## config.mk

```make
export PLATFORM = sky130hd
export DESIGN_NAME = uart_rx_os
export DESIGN_NICKNAME = d
export VERILOG_FILES = /design/src/rtl/uart_rx_os.sv
export SDC_FILE = /design/constraint.sdc
export NUM_CORES = 1
export LEC_CHECK = 0
export ABC_AREA = 1
export CAP_MARGIN = 20
export CORE_AREA = 2 2 57 59
export DETAILED_ROUTE_END_ITERATION = 8
export DIE_AREA = 0 0 59 61
export MAX_ROUTING_LAYER = met4
export PLACE_DENSITY_LB_ADDON = 0.15
export SYNTH_ARGS = -nofsm -noshare
export SYNTH_HDL_FRONTEND = slang
export SYNTH_SLANG_ARGS = --single-unit
```

## constraint.sdc

```tcl
create_clock -name baud_clk -period 3.5 [get_ports baud_clk]
set_input_delay 0.35 -clock baud_clk [delete_from_list [all_inputs] [get_ports baud_clk]]
set_output_delay 0.35 -clock baud_clk [all_outputs]
set_load 0.01 [all_outputs]
```

## src/rtl/uart_rx_os.sv

```systemverilog
// Oversampling UART receiver: two-flop input synchroniser, 3-sample majority vote per bit,
// false-start rejection, and a single-cycle valid strobe carrying per-frame parity and framing status.
module uart_rx_os #(
    parameter int DATA_BITS   = 8,
    parameter int OVERSAMPLE  = 16,
    parameter int PARITY_MODE = 0,
    parameter int STOP_BITS   = 1
) (
    input  logic                 baud_clk,
    input  logic                 reset,
    input  logic                 din,
    output logic [DATA_BITS-1:0] out,
    output logic                 valid,
    output logic                 recieve_flag,
    output logic                 parity_err,
    output logic                 frame_err
);
    localparam int NB  = 1 + DATA_BITS + ((PARITY_MODE != 0) ? 1 : 0) + STOP_BITS;
    localparam int MID = OVERSAMPLE / 2;
    localparam int CW  = $clog2(OVERSAMPLE);
    localparam int BW  = $clog2(NB + 1);

    // Samples are taken on the edges where cnt advances to MID-1, MID and MID+1.
    localparam logic [CW-1:0] CNT_S0   = CW'(MID - 2);
    localparam logic [CW-1:0] CNT_S1   = CW'(MID - 1);
    localparam logic [CW-1:0] CNT_S2   = CW'(MID);
    localparam logic [CW-1:0] CNT_LAST = CW'(OVERSAMPLE - 1);
    localparam logic [BW-1:0] BIDX_LAST_DATA = BW'(DATA_BITS);
    localparam logic [BW-1:0] BIDX_LAST_STOP = BW'(NB - 1);

    localparam logic [2:0] IDLE   = 3'd0;
    localparam logic [2:0] START  = 3'd1;
    localparam logic [2:0] DATA   = 3'd2;
    localparam logic [2:0] PARITY = 3'd3;
    localparam logic [2:0] STOP   = 3'd4;

    function automatic logic maj3(input logic a, input logic b, input logic c);
        return (a & b) | (a & c) | (b & c);
    endfunction

    function automatic logic parity_check(input logic [DATA_BITS-1:0] d, input logic p);
        if (PARITY_MODE == 1)      return (^d) ^ p;
        else if (PARITY_MODE == 2) return ~((^d) ^ p);
        else                       return 1'b0;
    endfunction

    logic [1:0]           sync_q;
    logic [2:0]           state_q, state_d;
    logic [CW-1:0]        cnt_q, cnt_d;
    logic [BW-1:0]        bidx_q, bidx_d;
    logic [DATA_BITS-1:0] shift_q, shift_d;
    logic                 pbit_q, pbit_d;
    logic                 ferr_q, ferr_d;
    logic                 v0_q, v0_d, v1_q, v1_d;
    logic [DATA_BITS-1:0] out_q, out_d;
    logic                 valid_q, valid_d;
    logic                 rflag_q, rflag_d;
    logic                 perr_q, perr_d;
    logic                 frerr_q, frerr_d;
    logic                 din_s, vote, vote_edge, wrap;

    assign din_s     = sync_q[1];
    assign vote      = maj3(v0_q, v1_q, din_s);
    assign vote_edge = (cnt_q == CNT_S2);
    assign wrap      = (cnt_q == CNT_LAST);

    always_comb begin
        state_d = state_q;
        cnt_d   = wrap ? '0 : cnt_q + CW'(1);
        bidx_d  = bidx_q;
        shift_d = shift_q;
        pbit_d  = pbit_q;
        ferr_d  = ferr_q;
        v0_d    = (cnt_q == CNT_S0) ? din_s : v0_q;
        v1_d    = (cnt_q == CNT_S1) ? din_s : v1_q;
        out_d   = out_q;
        valid_d = 1'b0;
        rflag_d = rflag_q;
        perr_d  = perr_q;
        frerr_d = frerr_q;
        case (state_q)
            IDLE: begin
                cnt_d = '0;
                if (!din_s) begin
                    state_d = START;
                    bidx_d  = '0;
                    ferr_d  = 1'b0;
                    rflag_d = 1'b1;
                end
            end
            START: begin
                if (vote_edge && vote) begin
                    state_d = IDLE;
                    cnt_d   = '0;
                    rflag_d = 1'b0;
                end else if (wrap) begin
                    state_d = DATA;
                    bidx_d  = bidx_q + BW'(1);
                end
            end
            DATA: begin
                if (vote_edge) shift_d = {vote, shift_q[DATA_BITS-1:1]};
                if (wrap) begin
                    bidx_d = bidx_q + BW'(1);
                    if (bidx_q == BIDX_LAST_DATA) state_d = (PARITY_MODE != 0) ? PARITY : STOP;
                end
            end
            PARITY: begin
                if (vote_edge) pbit_d = vote;
                if (wrap) begin
                    bidx_d  = bidx_q + BW'(1);
                    state_d = STOP;
                end
            end
            STOP: begin
                // The frame completes at the last stop vote; the rest of that stop bit is spent in IDLE.
                if (vote_edge) begin
                    ferr_d = ferr_q | ~vote;
                    if (bidx_q == BIDX_LAST_STOP) begin
                        out_d   = shift_q;
                        perr_d  = parity_check(shift_q, pbit_q);
                        frerr_d = ferr_q | ~vote;
                        valid_d = 1'b1;
                        rflag_d = 1'b0;
                        state_d = IDLE;
                        cnt_d   = '0;
                    end
                end else if (wrap) begin
                    bidx_d = bidx_q + BW'(1);
                end
            end
            default: state_d = IDLE;
        endcase
    end

    always_ff @(posedge baud_clk) begin
        if (!reset) begin
            sync_q  <= 2'b11;
            state_q <= IDLE;
            cnt_q   <= '0;
            bidx_q  <= '0;
            shift_q <= '0;
            pbit_q  <= 1'b0;
            ferr_q  <= 1'b0;
            v0_q    <= 1'b1;
            v1_q    <= 1'b1;
            out_q   <= '0;
            valid_q <= 1'b0;
            rflag_q <= 1'b0;
            perr_q  <= 1'b0;
            frerr_q <= 1'b0;
        end else begin
            sync_q  <= {sync_q[0], din};
            state_q <= state_d;
            cnt_q   <= cnt_d;
            bidx_q  <= bidx_d;
            shift_q <= shift_d;
            pbit_q  <= pbit_d;
            ferr_q  <= ferr_d;
            v0_q    <= v0_d;
            v1_q    <= v1_d;
            out_q   <= out_d;
            valid_q <= valid_d;
            rflag_q <= rflag_d;
            perr_q  <= perr_d;
            frerr_q <= frerr_d;
        end
    end

    assign out          = out_q;
    assign valid        = valid_q;
    assign recieve_flag = rflag_q;
    assign parity_err   = perr_q;
    assign frame_err    = frerr_q;
endmodule

```

======== Word-level counts from Yosys, hierarchy flattened ========
Index checks and enable logic that the tools add are counted.
storage, ports and cells
  register bits after elaboration ......... 35
  output and inout port bits .............. 12
  logic and storage cells ................. 82
  bits of input ports ..................... 3
operators by class
  add/sub/neg operators ................... 2
  reduce and logical (&&, ||, !) cells .... 13
  equality and inequality tests ........... 20
  muxes and demuxes ....................... 28
  bitwise operators ....................... 7
operators with widths
  cell                                            count
  2-to-1 mux 4 bit                                8
  2-to-1 mux 3 bit                                8
  != test 2 bit (second input constant)           9
  == test 4 bit (second input constant)           4
  case mux 4 bit (4 select lines)                 1
  case mux 3 bit (5 select lines)                 1
  case mux 4 bit (3 select lines)                 1
  AND reduction 3 bit                             3
  adder 4 x 1 -> 4 bit (second input constant)    2
  == test 4 x 3 -> 1 bit (second input constant)  2
  2-to-1 mux 1 bit                                7
  AND reduction 7 bit                             1
  == test 3 x 2 -> 1 bit (second input constant)  2
  AND reduction 5 bit                             1
  AND reduction 4 bit                             1
  nonzero test 4 bit                              1
  bitwise AND 1 bit                               3
  == test 3 x 1 -> 1 bit (second input constant)  1
  == test 3 bit (second input constant)           1
  zero test 3 bit                                 1
  != test 3 bit (second input constant)           1
  OR 1 bit                                        3
  case mux 1 bit (3 select lines)                 1
  nonzero test 3 bit                              1
  6 further kinds                                 6

======== Depth between registers and ports, before layout ========
Gate-level depths: netlist (run 1).
  depth after elaboration ................. 7
  depth in mapped cells ................... 12
  gate-level depth less buffers ........... 12

======== Least setup slack after synthesis (run 1) ========
Ideal clock, no wire load.
  path type ............................... reg-to-reg
  from .................................... register cnt_q[0]
  to ...................................... register cnt_q[2]
  stages on the path, launching flop included .. 12
  period minus slack after synthesis ...... 1.395 ns
  library setup time ...................... 0.109 ns
  buffers on the path ..................... 0
  arrival ................................. 1.286 ns
  required time ........................... 3.391 ns
  setup slack ............................. 2.105 ns
  cell sequence ........................... dfxtp_1 > inv_1 > ha_1 > nand2_1 > nor2_1 > nand3_1 > nand2_1 > nand2_1 > o21ai_0 > inv_1 > nand2_1 > inv_1
between the ends
  longest elaborated chain between the ends .. 5
  elaborated cells on any way between the ends .. 9
  those cells by class .................... add/sub: 1; eq/ne: 2; mux: 5; reduce/logical: 1
RTL lines
  element                                                line    text
  from (decl)                                            49      logic [CW-1:0] cnt_q, cnt_d;
  from (signal assigned)                                 155     cnt_q <= cnt_d;
  adder 4 x 1 -> 4 bit or == test 4 bit (tied branches)  69, 65
  2-to-1 mux 4 bit                                       69      cnt_d = wrap ? '0 : cnt_q + CW'(1);
  2-to-1 mux 4 bit                                       119     if (bidx_q == BIDX_LAST_STOP) begin
  2-to-1 mux 4 bit                                       117     if (vote_edge) begin
  case mux 4 bit (3 select lines) *                      81      case (state_q)
Mark *: on every way between the ends. The rest lies on a longest branch, timed or not.
A chain may end at the register's enable or synchronous reset.

======== Final worst setup path (run 1) ========
  from .................................... register cnt_q[0]
  to ...................................... register cnt_q[3]
Same word-level chain as after synthesis.

==> run metrics, run 1 <==
status completed; Arrival @ worst endpoint around 2000 ps; Root Driver clkbuf_4; Cells after Synth 218; Tot GR Track Use between 10% and 20%; gr busiest metal met2; switching power roughly 0.00032 W; # nets final between 200 and 250; Reg area 701 sq um; Worst path slowest cell dfxtp_1; area delta synth->final 13.1%; via count ~1300; Max Cap Viol 0; Setup CP Type flop to flop; Hold Crit Class flop to flop; Remaining Overflow, GRT 0; post-route ant nets 0; met1 Resource Use GR a little over a fifth; number of global-route vias before repair ~1200; Placement Rows 20; Synth Warn # 0; Power Dens Cells between 500 and 600 nW/um^2; RSZ-0062 raised after global routing no; clock slew at reported path FFs 100 ps; placed inst area between 1500 and 2000 sq um; CTS sink cnt 35; period utilization 50.0%; Tmin final around 1700 ps; Initial Utilization between 50% and 60%; WL final roughly 2800 um; placer congestion estimate just over 0.9; GRT met2 Usage a little under a third; post-route setup TNS 0 ps; DRC 0; crit-path most repeated cell nand2_1; CTS max path bufs 2; Final Hold Fails 0; CTS H-tree lvls 2; Data required, critical path between 3000 and 4000 ps; layout cells sized above 1 under 10%; Worst-Skew Late Latency 330 ps; first-pass GRT wire length a little under 5000 um; antenna violations before repair 0; input/output buffers 13; Slew Limit Fails 0; max frequency ~0.57 GHz; post-CTS sizing 0; sequential share of the synthesized area 45.0%; Setup Buffers After CTS 0; Mapped Area around 1600 sq um; Yosys cell types 25; slowest stage delay, CP 320 ps; Worst Path Max Fanout 4; Vias/cell 4.81; P_int ~0.00059 W; Yosys reg bits 35; crit start category flop; Final Cell Area 1760 sq um; TritonCTS clock tree yes; crit path cell chain inv_1 -> ha_1 -> nand2_1 -> nor2_1 -> nand3_1 -> nand2_1 -> nand2_1 -> o21ai_0 -> inv_1 -> nand2_1 -> inv_1; Avg WL per Cell roughly 10 um; clock skew 10.5 ps; logic gate share of total power between 20% and 30%; Post-Synth Adder-Cell Area under 10%; Mapped Avg Cell Area 7.14 sq um; commonest non-fill, non-tap cell in the layout nor2_1; # diodes 0; Final Util around three fifths; placed wire-length estimate between 2000 and 2500 um; Post-CTS Hold Buffers 0; DIE WIDTH about 59 um; total CTS buffers 5; XOR/XNOR share of the synthesized area 2.25%; post-synthesis mux area share 0%; post-synthesis net count roughly 230; most frequent cells in the layout nor2_1, nand2_1, dfxtp_1, inv_1, o21ai_0; core box area 2950 sq um; largest family of logic cells by synthesized area simple AND/OR/NAND/NOR gates; leakage power about 0.84 nW; fill count between 200 and 300; Multi-input gate area 719 sq um; Die Height approximately 60 um; Die ar. between 3000 and 4000 sq um; largest net degree at the start of global routing 25; Global Route met3 Usage under 10%; DR pass1 iterations 4; DR iter-0 viols 20; Sw Share 35.1%; compound-cell area share of the yosys netlist a little over a tenth; final setup vio count 0; crit path capture type flop; Seq pwr share about half; peak supply drop 0.291 mV; Clock power frac between 20 and 25%; Top Ports 15; post-synthesis simple-gate area fraction 28.1%
power groups by stage:
stage	clock network [W]	registers, W	logic, W
5_1_grt	0.000230	0.000459	0.000291
6_report	0.000206	0.000455	0.000244
4_1_cts	0.000216	0.000455	0.000245
3_3_place_gp	0	0.000464	0.000241
3_5_place_dp	0	0.000464	0.000243
2_1_floorplan	0	0.000460	0.000190
state kept, by name, indices dropped and copies added, names as in the netlist:
register	cells
out	8
shift_q	8
bidx_q	4
cnt_q	4
state_q	3
sync_q	2
ferr_q	1
frame_err	1
recieve_flag	1
v0_q	1
v1_q	1
valid	1
worst max-delay path, delay by kind of cell, from the launching register on:
family | cells | cell delay (ps)
AOI/OAI and AO/OA | 1 | 250
adders and majority gates | 1 | 190
buffers and inverters | 3 | 230
DFF | 1 | 320
and+or+nand+nor | 6 | 650
metal layers:
layer / vias up / part of all wire [%]
li1: 711 / -
met1: 562 / 46
met2: 19 / 50
met3: 2 / 3.1
met4: 0 / 0.36
met5: - / 0
cells by family (layout without fill, tap and decap cells):
group,count (synthesis),count (layout)
XOR/XNOR,4,4
flip-flops,35,35
other,1,1
buffers and inverters,33,51
adder cells (fa/ha/maj),6,6
AO/OA/AOI/OAI,31,31
AND/OR/NAND/NOR,108,108
synthesized netlist by cell type:
cell type	instances	share of area [%]
nand2_1	39	9.4
a21oi_1	7	2.3
inv_1	27	6.5
nand3_1	11	3.5
clkbuf_1	1	0.24
or2_1	1	0.40
o21ai_0	19	6.1
or2_2	2	0.80
inv_2	1	0.24
conb_1	1	0.24
o311ai_0	1	0.56
buf_2	1	0.32
xor2_1	4	2.3
buf_6	1	0.72
nor3_1	2	0.64
clkinv_1	1	0.24
a211oi_1	2	0.96
nor2_1	50	12
dfxtp_1	35	45
ha_1	6	4.8
nor2_2	1	0.40
buf_4	1	0.48
o31ai_1	1	0.48
o211ai_1	1	0.48
nand4_1	2	0.80
worst paths after layout:
check,start,endpoint,slack [ps],cells past startpoint
worst max-delay path,cnt_q[0],cnt_q[3],1750,11
worst min-delay path,sync_q[0],sync_q[1],430,1
worst max register to register,cnt_q[0],cnt_q[3],1750,11
worst min register to register,sync_q[0],sync_q[1],430,1
area by class of cell:
cell class              instances  share of cell area, %
clock buffers                   5                   2.13
inverters                      29                   6.18
well taps                      33                   2.35
repair buffers                 14                   7.82
flip-flops and latches         35                   39.8
multi-input cells             150                   40.9
clock inverters                 3                  0.853
metrics by stage:
stage	std cells	hold slack (ps)	setup slack (ps)	total power [W]
after floorplan	218	393	2100	0.000650
after global placement	261	397	1760	0.000705
after detailed placement	261	403	1740	0.000707
after CTS	269	426	1790	0.000916
after global routing	269	430	1540	0.000979
final	269	430	1750	0.000905
(Power assumes the default switching activity.)
==> inputs of run 2 (changes only) <==
Clock period 3.5 ns to 1.69 ns, I/O delays scaled along.
==> run 2 against run 1 <==
  * Die area stayed put
  * Critical path depth down 2
  * Wire length rose by 6.3%
  * Global-route usage grew 0.59 points
  * Fmax grew 16%
  * First-iteration DRC count is 35% higher
  * Largest power group unchanged
  * Largest cell class unchanged
==> run metrics, run 2 (same netlist as run 1, synthesis figures left out) <==
Multi-input gate area 743 sq um (+3.3%); Tmin final 1510 ps (-240 ps); Max Cap Viol 0 (unchanged); Die ar. 3600 sq um (unchanged); Avg WL per Cell 10.8 um (+3.2%); largest net degree at the start of global routing 13 (-48%); peak supply drop 0.691 mV (+140%); Tot Pwr 0.00216 W (+140%); Final Cell Area 1880 sq um (+6.7%); crit start category flop; Worst-Skew Late Latency 340 ps (about the same); Top Ports 15 (unchanged); DIE WIDTH 59 um (unchanged); Initial Utilization 52.7% (unchanged); first-pass GRT wire length 5030 um (+2.5%); placer congestion estimate 0.923 (+1.2%); clock skew 8.90 ps (-1.62 ps); Worst Path Max Fanout 5 (+1); Hold Crit Class input pin to flop; pre-CTS setup slack 40.5 ps (-1700 ps); TritonCTS clock tree yes; Vias/cell 5.02 (+4.3%); clock slew at reported path FFs 110 ps (about the same); Setup WS post-layout 180 ps (-1570 ps); Arrival @ worst endpoint 1760 ps (-230 ps); Hold WS 389 ps (-41.1 ps); final setup vio count 0 (unchanged); # diodes 0 (unchanged); core box area 2950 sq um (unchanged); most frequent cells in the layout nor2_1, nand2_1, dfxtp_1, inv_1, o21ai_0; Final Non-Filler Cells 277 (+3.0%); Placement Rows 20 (unchanged); WL final 2980 um (+6.3%); Placed Cells 269 (+3.1%); period utilization 89.3% (+39 points); input/output buffers 13 (unchanged); Reg area 701 sq um (unchanged); Tot GR Track Use 19.5% (+0.59 points); area delta synth->final 20.7%; CTS H-tree lvls 2 (unchanged); commonest non-fill, non-tap cell in the layout nor2_1; max frequency 0.662 GHz (+16%); Remaining Overflow, GRT 0 (unchanged); CTS sink cnt 35 (unchanged); Final Hold Fails 0 (unchanged); Power Dens Cells 1150 nW/um^2 (+120%); antenna violations before repair 0 (unchanged); post-route ant nets 0 (unchanged); crit path capture type flop; Root Driver clkbuf_4; Post-CTS Hold Buffers 0 (unchanged); placed wire-length estimate 2250 um (+5.8%); layout cells sized above 1 11.9% (+6.4 points); total CTS buffers 5 (unchanged); Slew Limit Fails 0 (unchanged); status completed; Die Height 61 um (unchanged); DR pass1 iterations 4 (unchanged); CTS max path bufs 2 (unchanged); DR iter-0 viols 27 (+35%); DRC 0 (unchanged); Data required, critical path 1940 ps (-1800 ps); via count 1390 (+7.4%); placed inst area 1770 sq um (+3.5%); number of global-route vias before repair 1247 (+8.0%); # nets final 252 (+3.3%); leakage power 0.888 nW (+6.3%); Setup CP Type flop to flop; fill count 277 (-5.1%)
## run 2: changes by cell type in the layout (fill, tap and decap cells not counted), sizes merged
cell,previous run,this run
clkinv,4,2
bufinv,0,1
clkbuf,5,6
buf,1,9
## run 2: cell type report
| cell class | instances | area share (%) |
|---|---|---|
| multi-input cells | 150 | 39.6 |
| flip-flops and latches | 35 | 37.3 |
| repair buffers | 22 | 10.5 |
| inverters | 29 | 5.80 |
| clock buffers | 6 | 2.73 |
| well taps | 33 | 2.20 |
| clock inverters | 2 | 1.87 |
## run 2: timing repair
| item | in CTS | in global routing |
|---|---|---|
| buffers inserted | 0 | 0 |
| setup endpoints to repair | 0 | 18 |
| gates resized for setup | 0 | 10 |
## run 2: worst max-delay path, cell delays in order (launching register included)
cell and delay, ps:
dfxtp_1 350, nor2_1 220, nand2_1 120, buf_4 160
nand3_1 130, nand2_1 90, nand2_1 160, nand2_1 60
o21ai_0 70, nor2_1 60
## run 2: path summary, 6_finish.rpt
check             startpoint   endpoint  slack, ps  depth (start not counted)
hold / removal           din  sync_q[0]        390                          2
hold reg to reg    sync_q[0]  sync_q[1]        420                          1
setup / recovery  state_q[1]  bidx_q[1]        180                          9
setup reg to reg  state_q[1]  bidx_q[1]        180                          9
## run 2: per-stage QoR
step | util (%) | setup TNS (ps)
after floorplan | - | 0
after global placement | 59.9 | 0
after detailed placement | 59.9 | 0
after CTS | 62.8 | 0
after global routing | 63.6 | -12.0
final | 63.6 | 0
## run 2: report_power, final
| part | internal, W | total (W) | switching, W |
|---|---|---|---|
| sequential | 0.000887 | 0.000935 | 0.0000482 |
| combinational | 0.000221 | 0.000591 | 0.000370 |
| clock | 0.000349 | 0.000631 | 0.000282 |
| total | 0.00146 | 0.00216 | 0.000700 |
## run 2: per-layer routing
layer  vias to the layer above  wire [um]  global-route usage [%]
met5                         -          0                       -
met4                         0         59                    8.77
met3                         8         98                    6.61
met2                        19       1500                    34.1
met1                       627       1320                    19.8
li1                        736          -                       -
